==> config.mk <==
export PLATFORM = sky130hd
export DESIGN_NAME = alu_packet_parser
export DESIGN_NICKNAME = d
export VERILOG_FILES = /design/src/rtl/alu_pkg.sv /design/src/rtl/alu_operand_shift.sv /design/src/rtl/alu_packet_parser.sv
export SDC_FILE = /design/constraint.sdc
export NUM_CORES = 1
export LEC_CHECK = 0
export BUFFER_PORTS_ARGS = -buffer_cell sky130_fd_sc_hd__buf_2
export CAP_MARGIN = 20
export CORE_ASPECT_RATIO = 0.75
export CORE_MARGIN = 4
export CORE_UTILIZATION = 37
export CTS_CLUSTER_SIZE = 16
export DETAILED_ROUTE_END_ITERATION = 10
export PLACE_DENSITY_LB_ADDON = 0.08
export SKIP_CTS_REPAIR_TIMING = 1
export SYNTH_ARGS = -nofsm -noshare
export SYNTH_HDL_FRONTEND = slang
export SYNTH_HIERARCHICAL = 1
export SYNTH_SLANG_ARGS = --single-unit
==> constraint.sdc <==
create_clock -name clk_i -period 2.4 [get_ports clk_i]
set_input_delay 0.24 -clock clk_i [delete_from_list [all_inputs] [get_ports clk_i]]
set_output_delay 0.24 -clock clk_i [all_outputs]
set_load 0.005 [all_outputs]
==> src/rtl/alu_pkg.sv <==
// Shared definitions for the ALU packet parser: FSM states, legal opcodes and
// header geometry.
package alu_pkg;

    typedef enum logic [2:0] {
        ST_OPCODE  = 3'd0,
        ST_RSVD    = 3'd1,
        ST_LEN_LO  = 3'd2,
        ST_LEN_HI  = 3'd3,
        ST_COLLECT = 3'd4,
        ST_EMIT    = 3'd5,
        ST_DRAIN   = 3'd6
    } state_e;

    localparam logic [7:0]  OP_ADD  = 8'hA0;
    localparam logic [7:0]  OP_MUL  = 8'hA1;
    localparam logic [7:0]  OP_DIV  = 8'hA2;

    localparam logic [15:0] HDR_LEN = 16'd4;
    localparam logic [15:0] MIN_LEN = 16'd8;

    function automatic logic opcode_legal(input logic [7:0] op);
        return (op == OP_ADD) || (op == OP_MUL) || (op == OP_DIV);
    endfunction

endpackage

==> src/rtl/alu_operand_shift.sv <==
// Byte-to-word assembler: consecutive bytes fill lanes 0..N-1 of the operand
// (little-endian); word_done_o flags the byte that completes a word.
module alu_operand_shift #(
    parameter int datawidth_p = 8,
    parameter int opwidth_p   = 32
) (
    input  logic                   clk_i,
    input  logic                   rst_i,
    input  logic                   byte_valid_i,
    input  logic [datawidth_p-1:0] byte_i,
    output logic [opwidth_p-1:0]   operand_o,
    output logic                   word_done_o
);

    localparam int lanes_lp = opwidth_p / datawidth_p;
    localparam int idx_w_lp = $clog2(lanes_lp);

    logic [idx_w_lp-1:0]    idx_q, idx_d;
    logic [datawidth_p-1:0] lane_q [lanes_lp];
    logic [datawidth_p-1:0] lane_d [lanes_lp];

    always_comb begin
        idx_d = idx_q;
        if (byte_valid_i) begin
            idx_d = (idx_q == idx_w_lp'(lanes_lp - 1)) ? '0 : idx_q + idx_w_lp'(1);
        end
    end

    assign word_done_o = byte_valid_i && (idx_q == idx_w_lp'(lanes_lp - 1));

    always_ff @(posedge clk_i) begin
        if (rst_i) begin
            idx_q <= '0;
        end else begin
            idx_q <= idx_d;
        end
    end

    genvar gi;
    generate
        for (gi = 0; gi < lanes_lp; gi++) begin : g_lane
            assign lane_d[gi] = (byte_valid_i && (idx_q == idx_w_lp'(gi))) ? byte_i : lane_q[gi];
            assign operand_o[gi*datawidth_p +: datawidth_p] = lane_q[gi];

            always_ff @(posedge clk_i) begin
                if (rst_i) begin
                    lane_q[gi] <= '0;
                end else begin
                    lane_q[gi] <= lane_d[gi];
                end
            end
        end
    endgenerate

endmodule

==> src/rtl/alu_packet_parser.sv <==
// Parses opcode/length-framed packets from a byte stream into 32-bit operands
// for a downstream ALU; malformed packets are drained and flagged.
module alu_packet_parser
    import alu_pkg::*;
#(
    parameter int datawidth_p = 8,
    parameter int opwidth_p   = 32
) (
    input  logic                   clk_i,
    input  logic                   rst_i,
    input  logic [datawidth_p-1:0] rx_data_i,
    input  logic                   rx_valid_i,
    output logic                   rx_ready_o,
    output logic [datawidth_p-1:0] opcode_o,
    output logic [opwidth_p-1:0]   operand_o,
    output logic                   operand_valid_o,
    input  logic                   operand_ready_i,
    output logic                   operand_last_o,
    output logic                   frame_err_o
);

    state_e                 state_q, state_d;
    logic [15:0]            cnt_q, cnt_d;
    logic [datawidth_p-1:0] opc_hold_q, opc_hold_d;
    logic [datawidth_p-1:0] opcode_q, opcode_d;
    logic [datawidth_p-1:0] len_lo_q, len_lo_d;
    logic                   frame_err_q, frame_err_d;

    logic        accept;
    logic        collect_byte;
    logic        word_done;
    logic [15:0] len_w;
    logic        pkt_legal;

    // Ready depends only on registered state, never on operand_ready_i.
    assign rx_ready_o   = !rst_i && (state_q != ST_EMIT);
    assign accept       = rx_valid_i && rx_ready_o;
    assign collect_byte = accept && (state_q == ST_COLLECT);
    assign len_w        = {rx_data_i, len_lo_q};
    assign pkt_legal    = opcode_legal(opc_hold_q) && (len_w >= MIN_LEN) && (len_w[1:0] == 2'b00);

    alu_operand_shift #(
        .datawidth_p (datawidth_p),
        .opwidth_p   (opwidth_p)
    ) u_shift (
        .clk_i        (clk_i),
        .rst_i        (rst_i),
        .byte_valid_i (collect_byte),
        .byte_i       (rx_data_i),
        .operand_o    (operand_o),
        .word_done_o  (word_done)
    );

    always_comb begin
        state_d     = state_q;
        cnt_d       = cnt_q;
        opc_hold_d  = opc_hold_q;
        opcode_d    = opcode_q;
        len_lo_d    = len_lo_q;
        frame_err_d = 1'b0;
        case (state_q)
            ST_OPCODE: if (accept) begin
                opc_hold_d = rx_data_i;
                state_d    = ST_RSVD;
            end
            ST_RSVD: if (accept) begin
                state_d = ST_LEN_LO;
            end
            ST_LEN_LO: if (accept) begin
                len_lo_d = rx_data_i;
                state_d  = ST_LEN_HI;
            end
            ST_LEN_HI: if (accept) begin
                opcode_d = opc_hold_q;
                if (pkt_legal) begin
                    cnt_d   = len_w - HDR_LEN;
                    state_d = ST_COLLECT;
                end else begin
                    frame_err_d = 1'b1;
                    if (len_w > HDR_LEN) begin
                        cnt_d   = len_w - HDR_LEN;
                        state_d = ST_DRAIN;
                    end else begin
                        cnt_d   = '0;
                        state_d = ST_OPCODE;
                    end
                end
            end
            ST_COLLECT: if (accept) begin
                if (cnt_q != 16'd0) begin
                    cnt_d = cnt_q - 16'd1;
                end
                if (word_done) begin
                    state_d = ST_EMIT;
                end
            end
            ST_EMIT: if (operand_ready_i) begin
                state_d = (cnt_q != 16'd0) ? ST_COLLECT : ST_OPCODE;
            end
            ST_DRAIN: if (accept) begin
                if (cnt_q != 16'd0) begin
                    cnt_d = cnt_q - 16'd1;
                end
                if (cnt_q <= 16'd1) begin
                    state_d = ST_OPCODE;
                end
            end
            default: state_d = ST_OPCODE;
        endcase
    end

    always_ff @(posedge clk_i) begin
        if (rst_i) begin
            state_q     <= ST_OPCODE;
            cnt_q       <= '0;
            opc_hold_q  <= '0;
            opcode_q    <= '0;
            len_lo_q    <= '0;
            frame_err_q <= 1'b0;
        end else begin
            state_q     <= state_d;
            cnt_q       <= cnt_d;
            opc_hold_q  <= opc_hold_d;
            opcode_q    <= opcode_d;
            len_lo_q    <= len_lo_d;
            frame_err_q <= frame_err_d;
        end
    end

    assign opcode_o        = opcode_q;
    assign frame_err_o     = frame_err_q;
    assign operand_valid_o = (state_q == ST_EMIT);
    assign operand_last_o  = (state_q == ST_EMIT) && (cnt_q == 16'd0);

endmodule
Yosys cells after proc, flatten, opt, wreduce, memory -nomap -nowiden
Memory sizes are Yosys's and may differ from the RTL's.
Index checks and enable logic that the tools add are counted.
- add/sub/neg operators: 3
- order comparisons: 3
- eq/ne operators: 24
- muxes and demuxes: 32
- bitwise gates (word level): 6
- reductions and logical operators: 26
- operators with widths (operator ; number):
    $mux 16 ; 5
    $mux 8 ; 8
    $mux 3 ; 12
    $pmux 16 s2 ; 1
    $eq 8x8->1 const B ; 3
    $pmux 3 s7 ; 1
    $ge 16x4->1 const B ; 1
    $gt 16x3->1 const B ; 1
    $le 16x1->1 const B ; 1
    $logic_not 16->1 ; 1
    $reduce_bool 16->1 ; 1
    $sub 16x1->16 const B ; 1
    $sub 16x3->16 const B ; 1
    $ne 2x2->1 const B ; 7
    $logic_and 1x1->1 ; 10
    $eq 3x3->1 const B ; 3
    $reduce_and 9->1 ; 1
    $ne 2x1->1 const B ; 4
    $eq 3x2->1 const B ; 2
    $reduce_and 2->1 ; 3
    $eq 2x2->1 const B ; 2
    $logic_not 2->1 ; 2
    $mux 1 ; 4
    $or 1x1->1 ; 4
    other kinds (13) ; 15
- flip-flop bits (word level): 46
- bits in writable memories: 32
- input port bits: 12
- output and inout bits: 44
- memories kept: 1
- memory list (name ; words ; width ; rd ports ; clocked after Yosys merged registers in ; wr ports ; RTL line ; text):
    u_shift.lane_q ; 4 ; 8 ; 4 ; 0 ; 4 ; alu_operand_shift.sv:19 ; logic [datawidth_p-1:0] lane_q [lanes_lp];

Longest topological paths before layout
- depth in word-level cells: 8
- gate-level depth with buffers: 11
- mapped depth without buffers: 9

By module
Netlist, hierarchy kept.
- by module, submodules not included (module ; times used ; cells each ; area an instance (um^2) ; seq. area each (um^2)):
    alu_packet_parser ; 1 ; 321 ; 2573.7 ; 880.8
    alu_operand_shift ; 1 ; 129 ; 1407.6 ; 680.7

Worst setup path before layout
OpenSTA, ideal clock, no wires.
- path type: register -> register
- from: register state_q[2]
- to: register state_q[2]
- setup time: 0.121 ns
- arrival time: 2.044 ns
- required time: 2.279 ns
- slack: 0.234 ns
- cell stages (with the launch flop): 11
- path buffers: 2
- period minus slack after synthesis: 2.166 ns
- cell sequence: dfxtp_1 buf_2 nor2b_1 nor3b_1 buf_6 nand2_2 inv_1 mux2i_1 a22o_1 o311ai_1 nand2_1
- longest elaborated chain between the ends: 7
- elaborated cells on any way between the ends: 23
- those cells by class: 16 x eq/ne; 1 x mux; 6 x reduce/logical
- RTL lines (what ; RTL line ; text):
    start: declaration ; alu_packet_parser.sv:22 ; state_e state_q, state_d;
    start signal: assignment ; alu_packet_parser.sv:121 ; state_q <= state_d;
    $ne 3x3->1 ; alu_packet_parser.sv:36 ; assign rx_ready_o = !rst_i && (state_q != ST_EMIT);
    $logic_and 1x1->1 ; alu_packet_parser.sv:36 ;
    $logic_and 1x1->1 ; alu_packet_parser.sv:37 ; assign accept = rx_valid_i && rx_ready_o;
    $logic_and 1x1->1 (*) ; alu_packet_parser.sv:38 ; assign collect_byte = accept && (state_q == ST_COLLECT);
    named net collect_byte ; alu_packet_parser.sv:30 ; logic collect_byte;
    $logic_and 1x1->1 (*) ; alu_operand_shift.sv:29 ; assign word_done_o = byte_valid_i && (idx_q == idx_w_lp'(lanes_lp - 1));
    named net word_done ; alu_packet_parser.sv:31 ; logic word_done;
    $ne 2x1->1 (no source line) (*) ; -- ;
    $reduce_and 9->1 (no source line) (*) ; -- ;
Mark *: on every way through the listed nets, which the timed path passes. The rest lies on a longest branch.
A chain may end at the register's enable or synchronous reset.

Worst setup path after layout
- from: register cnt_q[0]
- to: output operand_last_o
- longest elaborated chain between the ends: 2
- RTL lines (what ; RTL line ; text):
    start: declaration ; alu_packet_parser.sv:23 ; logic [15:0] cnt_q, cnt_d;
    start signal: assignment ; alu_packet_parser.sv:122 ; cnt_q <= cnt_d;
    $logic_not 16->1 ; alu_packet_parser.sv:133 ; assign operand_last_o = (state_q == ST_EMIT) && (cnt_q == 16'd0);
    $logic_and 1x1->1 ; alu_packet_parser.sv:133 ;
    end: declaration ; alu_packet_parser.sv:18 ; output logic operand_last_o,
No other way between the ends.

==> impl_results.rst <==
.. list-table::
   :header-rows: 1

   * - Metric
     - Value
   * - Run status
     - finished clean
   * - Main combinational cell family by area after synthesis
     - simple AND/OR/NAND/NOR gates
   * - Startpoint of the lowest-slack hold path
     - rx_data_i[1]
   * - Register-to-register setup slack
     - ~240 ps
   * - Combined area of the multi-input logic cells
     - roughly 2300 sq um
   * - Largest net degree at the start of global routing
     - 74
   * - Max-Cap Viols
     - 0
   * - CORE AREA
     - about 10000 sq um
   * - Count of unresolved DRC violations after routing
     - 0
   * - Worst slew margin relative to its limit
     - 47.6%
   * - Global-route wire length before repair
     - 18200 microns
   * - Largest fanout of any net on the critical path
     - 6
   * - Cell chosen for the clock root
     - sky130_fd_sc_hd__clkbuf_16
   * - Drt initial violations
     - between 200 and 300
   * - Clock sink count
     - 78
   * - Worst voltage drop across the vdd grid
     - 0.340 mV
   * - XOR/XNOR share of the synthesized area
     - 4.40%
   * - Unique cell type count in the Yosys netlist
     - 52
   * - Final count of pins violating max slew
     - 0
   * - Series of cell instances along the critical path
     - inv_1 -> ha_1 -> or3b_2 -> nor2_2 -> and3_1 -> buf_2
   * - Hold-critical path depth
     - 3
   * - Detailed-route wire length on metal 1
     - 5790 microns
   * - Worst-case clock buffer depth
     - 2
   * - Initial antenna violation count
     - 0
   * - Delay contributed by the slowest stage of the critical path
     - 550 ps
   * - Compound-cell area share of the yosys netlist
     - 13.5%
   * - Via-to-Cell Ratio
     - 5.35
   * - Worst path required time
     - 2160 ps
   * - Mux cell area share after synthesis
     - 10.8%
   * - Post-synthesis simple-gate area fraction
     - 25.6%
   * - Ranking of synthesized cells by area
     - sky130_fd_sc_hd__dfxtp_1, sky130_fd_sc_hd__mux2i_1, sky130_fd_sc_hd__nand2b_1
   * - Worst hold path endpoint
     - len_lo_q[1]
   * - Total number of placement rows
     - 32
   * - Type of the tightest min-delay check
     - in -> reg
   * - Number of primary I/O pins
     - 56
   * - Cell family with the largest share of critical-path delay
     - simple AND/OR/NAND/NOR gates
   * - Ant diodes
     - 0
   * - Fraction of layout cells with a size suffix above 1
     - 19.7%
   * - Final critical path time including I/O delays and setup
     - roughly 2300 ps
   * - Most common flop cell mapped by yosys
     - sky130_fd_sc_hd__dfxtp_1
   * - Post-layout total power
     - 2.88 mW
   * - Depth of the most critical reg-to-reg path
     - 6
   * - Hold violation total from the final report
     - 0
   * - Wirelength per Cell
     - 17.1 microns
   * - Worst R2R Start
     - cnt_q[8]
   * - Die height
     - just under 100 microns
   * - Post-detailed-route count of antenna-violating nets
     - 0
   * - Synth Register Bits
     - slightly below 80
   * - Cell area power density
     - 608 nW/um^2
   * - Fmax
     - 0.438 GHz
   * - Die extent in x
     - 128 microns
   * - Number of nets in the layout
     - 531
   * - TritonCTS clock tree
     - built
   * - Buf+Inv Stages, Crit Path
     - 2
   * - Clock network latency to the later pin of the worst-skew pair
     - 340 ps
   * - Portion of the post-synthesis area used by sequential elements
     - ~40%
   * - Router iterations before antenna repair
     - 5
   * - Average instance area after synthesis
     - 8.85 sq um
   * - Kind of critical path
     - reg -> out
   * - Cells after synthesis
     - 450
   * - Most area-hungry cell type in the Yosys netlist
     - sky130_fd_sc_hd__dfxtp_1
   * - Seq. cell area
     - 1560 sq um
   * - Tightest Pin Transition
     - 778 ps
   * - Total Negative Setup Slacks
     - 0 ps
   * - Number of clock buffers inserted by TritonCTS
     - 9
   * - Crit Reg-Reg Endpoint
     - cnt_q[9]
   * - Number of placed cells counting well taps
     - 635
   * - Effective utilization at floorplan
     - 38.2%
   * - Post-synthesis instance area
     - 3980 sq um
   * - Routed wire length
     - 11100 microns
   * - Post-Syn Nets
     - 471
   * - Detailed-placement wirelength estimate
     - 7990 microns
   * - Clk_skew
     - 8.45 ps
   * - Number of setup violations in the final report
     - 0
   * - Number of I/O port buffers
     - 55
   * - Non-filler cells, final
     - 649
   * - Fraction of post-synthesis cell area in the top cell type by area
     - slightly below 40%
   * - Slowest library cell on the worst path
     - sky130_fd_sc_hd__or3b_2
   * - Number of global-route vias before repair
     - 3353
   * - H-Tree Depth
     - 3
   * - Number of enable flip-flop cells after synthesis
     - 0
   * - Clock slew at the register clock pins of the worst setup and hold paths
     - 60 ps
   * - Highest routed layer
     - met4
   * - DR vias
     - 3473
   * - Leakage
     - 2.04 nW
   * - Share of synthesized flip-flops with an asynchronous set or reset
     - 0%
   * - Die outline area
     - 12500 sq um
   * - Sum of met2 wire segment lengths after detailed routing
     - 4550 microns
   * - # fillers
     - 1040
   * - Global-route usage over all layers
     - 18.2%
   * - Area added between synthesis and finish
     - 18.9%
   * - Critical path launch point type
     - register
   * - Total grt overflow
     - 0
   * - Yosys warnings
     - 6
   * - Final Cycle Share
     - a little over nine tenths
   * - Met3 layer wire length in the routed design
     - around 600 microns
   * - RSZ-0062 raised after global routing
     - no
   * - Adder-cell share of the synthesized area
     - 2.83%
   * - Category of the worst setup path capture point
     - output pin
   * - Data arrival time of the worst path
     - 2040 ps
   * - Placer's final routability congestion estimate
     - 0.921
==> worst max-delay path by stage <==
stage	endpoint	depth (start not counted)	slack [ps]	start
floorplan	state_q[2]	10	230	state_q[2]
global placement	cnt_q[2]	7	330	rx_data_i[3]
detailed placement	cnt_q[10]	6	280	cnt_q[8]
CTS	operand_last_o	5	40	cnt_q[4]
global route	operand_last_o	6	20	cnt_q[0]
finish	operand_last_o	6	120	cnt_q[0]
==> sequential cells by signal (all words and copies together) (netlist names) <==
register / flops
u_shift/lane_q: 32
cnt_q: 16
len_lo_q: 8
opc_hold_q: 8
frame_err_o: 1
opcode_o: 8
u_shift/idx_q: 2
state_q: 3
==> cells by family after synthesis <==
family                   Yosys count
XOR/XNOR                          20
multiplexers                      43
AO/OA/AOI/OAI                     86
buffers and inverters             33
adder cells (fa/ha/maj)            9
flip-flops                        78
AND/OR/NAND/NOR                  181
==> synthesized netlist by cell type (9+ instances only) <==
| master | number |
|---|---|
| sky130_fd_sc_hd__xor2_1 | 9 |
| sky130_fd_sc_hd__nor2_1 | 29 |
| sky130_fd_sc_hd__nand3_1 | 18 |
| sky130_fd_sc_hd__nand2_1 | 38 |
| sky130_fd_sc_hd__nand2b_1 | 42 |
| sky130_fd_sc_hd__dfxtp_1 | 78 |
| sky130_fd_sc_hd__clkbuf_1 | 16 |
| sky130_fd_sc_hd__mux2i_1 | 43 |
| sky130_fd_sc_hd__a22oi_1 | 9 |
| sky130_fd_sc_hd__ha_1 | 9 |
| sky130_fd_sc_hd__xnor2_1 | 11 |
| sky130_fd_sc_hd__a21oi_1 | 34 |
| sky130_fd_sc_hd__o21ai_0 | 11 |
==> layout make-up <==
type | count | area share, %
Multi-Input combinational cell | 339 | 48.1
Tap cell | 136 | 3.60
Clock inverter | 5 | 1.11
Clock buffer | 9 | 4.76
Inverter | 8 | 0.634
Timing Repair Buffer | 74 | 8.83
Sequential cell | 78 | 33.0
==> where the power goes <==
group | total (mW) | switching, mW | internal, mW
registers | 1.32 | 0.0139 | 1.31
logic | 0.234 | 0.141 | 0.0933
clock network | 1.32 | 0.534 | 0.788
total | 2.88 | 0.689 | 2.19
==> placed cells by master, fill, tap and decap left out, types with 4 or more instances in the layout <==
cell type                   count
sky130_fd_sc_hd__nand4_1        4
sky130_fd_sc_hd__clkbuf_16      9
sky130_fd_sc_hd__a21oi_1       34
sky130_fd_sc_hd__nand2b_1      42
sky130_fd_sc_hd__inv_1          8
sky130_fd_sc_hd__o21ai_1        6
sky130_fd_sc_hd__a31oi_1        7
sky130_fd_sc_hd__a22oi_1        9
sky130_fd_sc_hd__nor3_1         8
sky130_fd_sc_hd__or4_1          4
sky130_fd_sc_hd__nand3_1       18
sky130_fd_sc_hd__nand2_1       38
sky130_fd_sc_hd__buf_4         19
sky130_fd_sc_hd__and2_1         4
sky130_fd_sc_hd__buf_2         55
sky130_fd_sc_hd__xor2_1         9
sky130_fd_sc_hd__dfxtp_1       78
sky130_fd_sc_hd__ha_1           9
sky130_fd_sc_hd__xnor2_1       11
sky130_fd_sc_hd__nor4_1         5
sky130_fd_sc_hd__mux2i_1       43
sky130_fd_sc_hd__o21ai_0       11
sky130_fd_sc_hd__nor2_1        28
==> tightest hold or removal path: stages <==
cell and delay (ps):
sky130_fd_sc_hd__buf_2 160, sky130_fd_sc_hd__nand3_1 80, sky130_fd_sc_hd__a21oi_1 60
==> metrics by stage <==
step	worst slack (ps)	utilization (%)	area [sq um]	hold slack (ps)
global placement	333	42.8	4450	440
floorplan	234	-	3980	387
global route	23.1	45.5	4730	257
finish	118	45.5	4730	259
detailed placement	277	42.8	4450	447
CTS	42.1	45.4	4730	236
==> metal layers <==
| metal | vias to the layer above | track usage [%] |
|---|---|---|
| met5 | - | 0 |
| met4 | 0 | 5.14 |
| met3 | 12 | 3.83 |
| met2 | 117 | 25.5 |
| met1 | 1628 | 27.9 |
| li1 | 1716 | - |
Power figures use the tool's default switching activity.
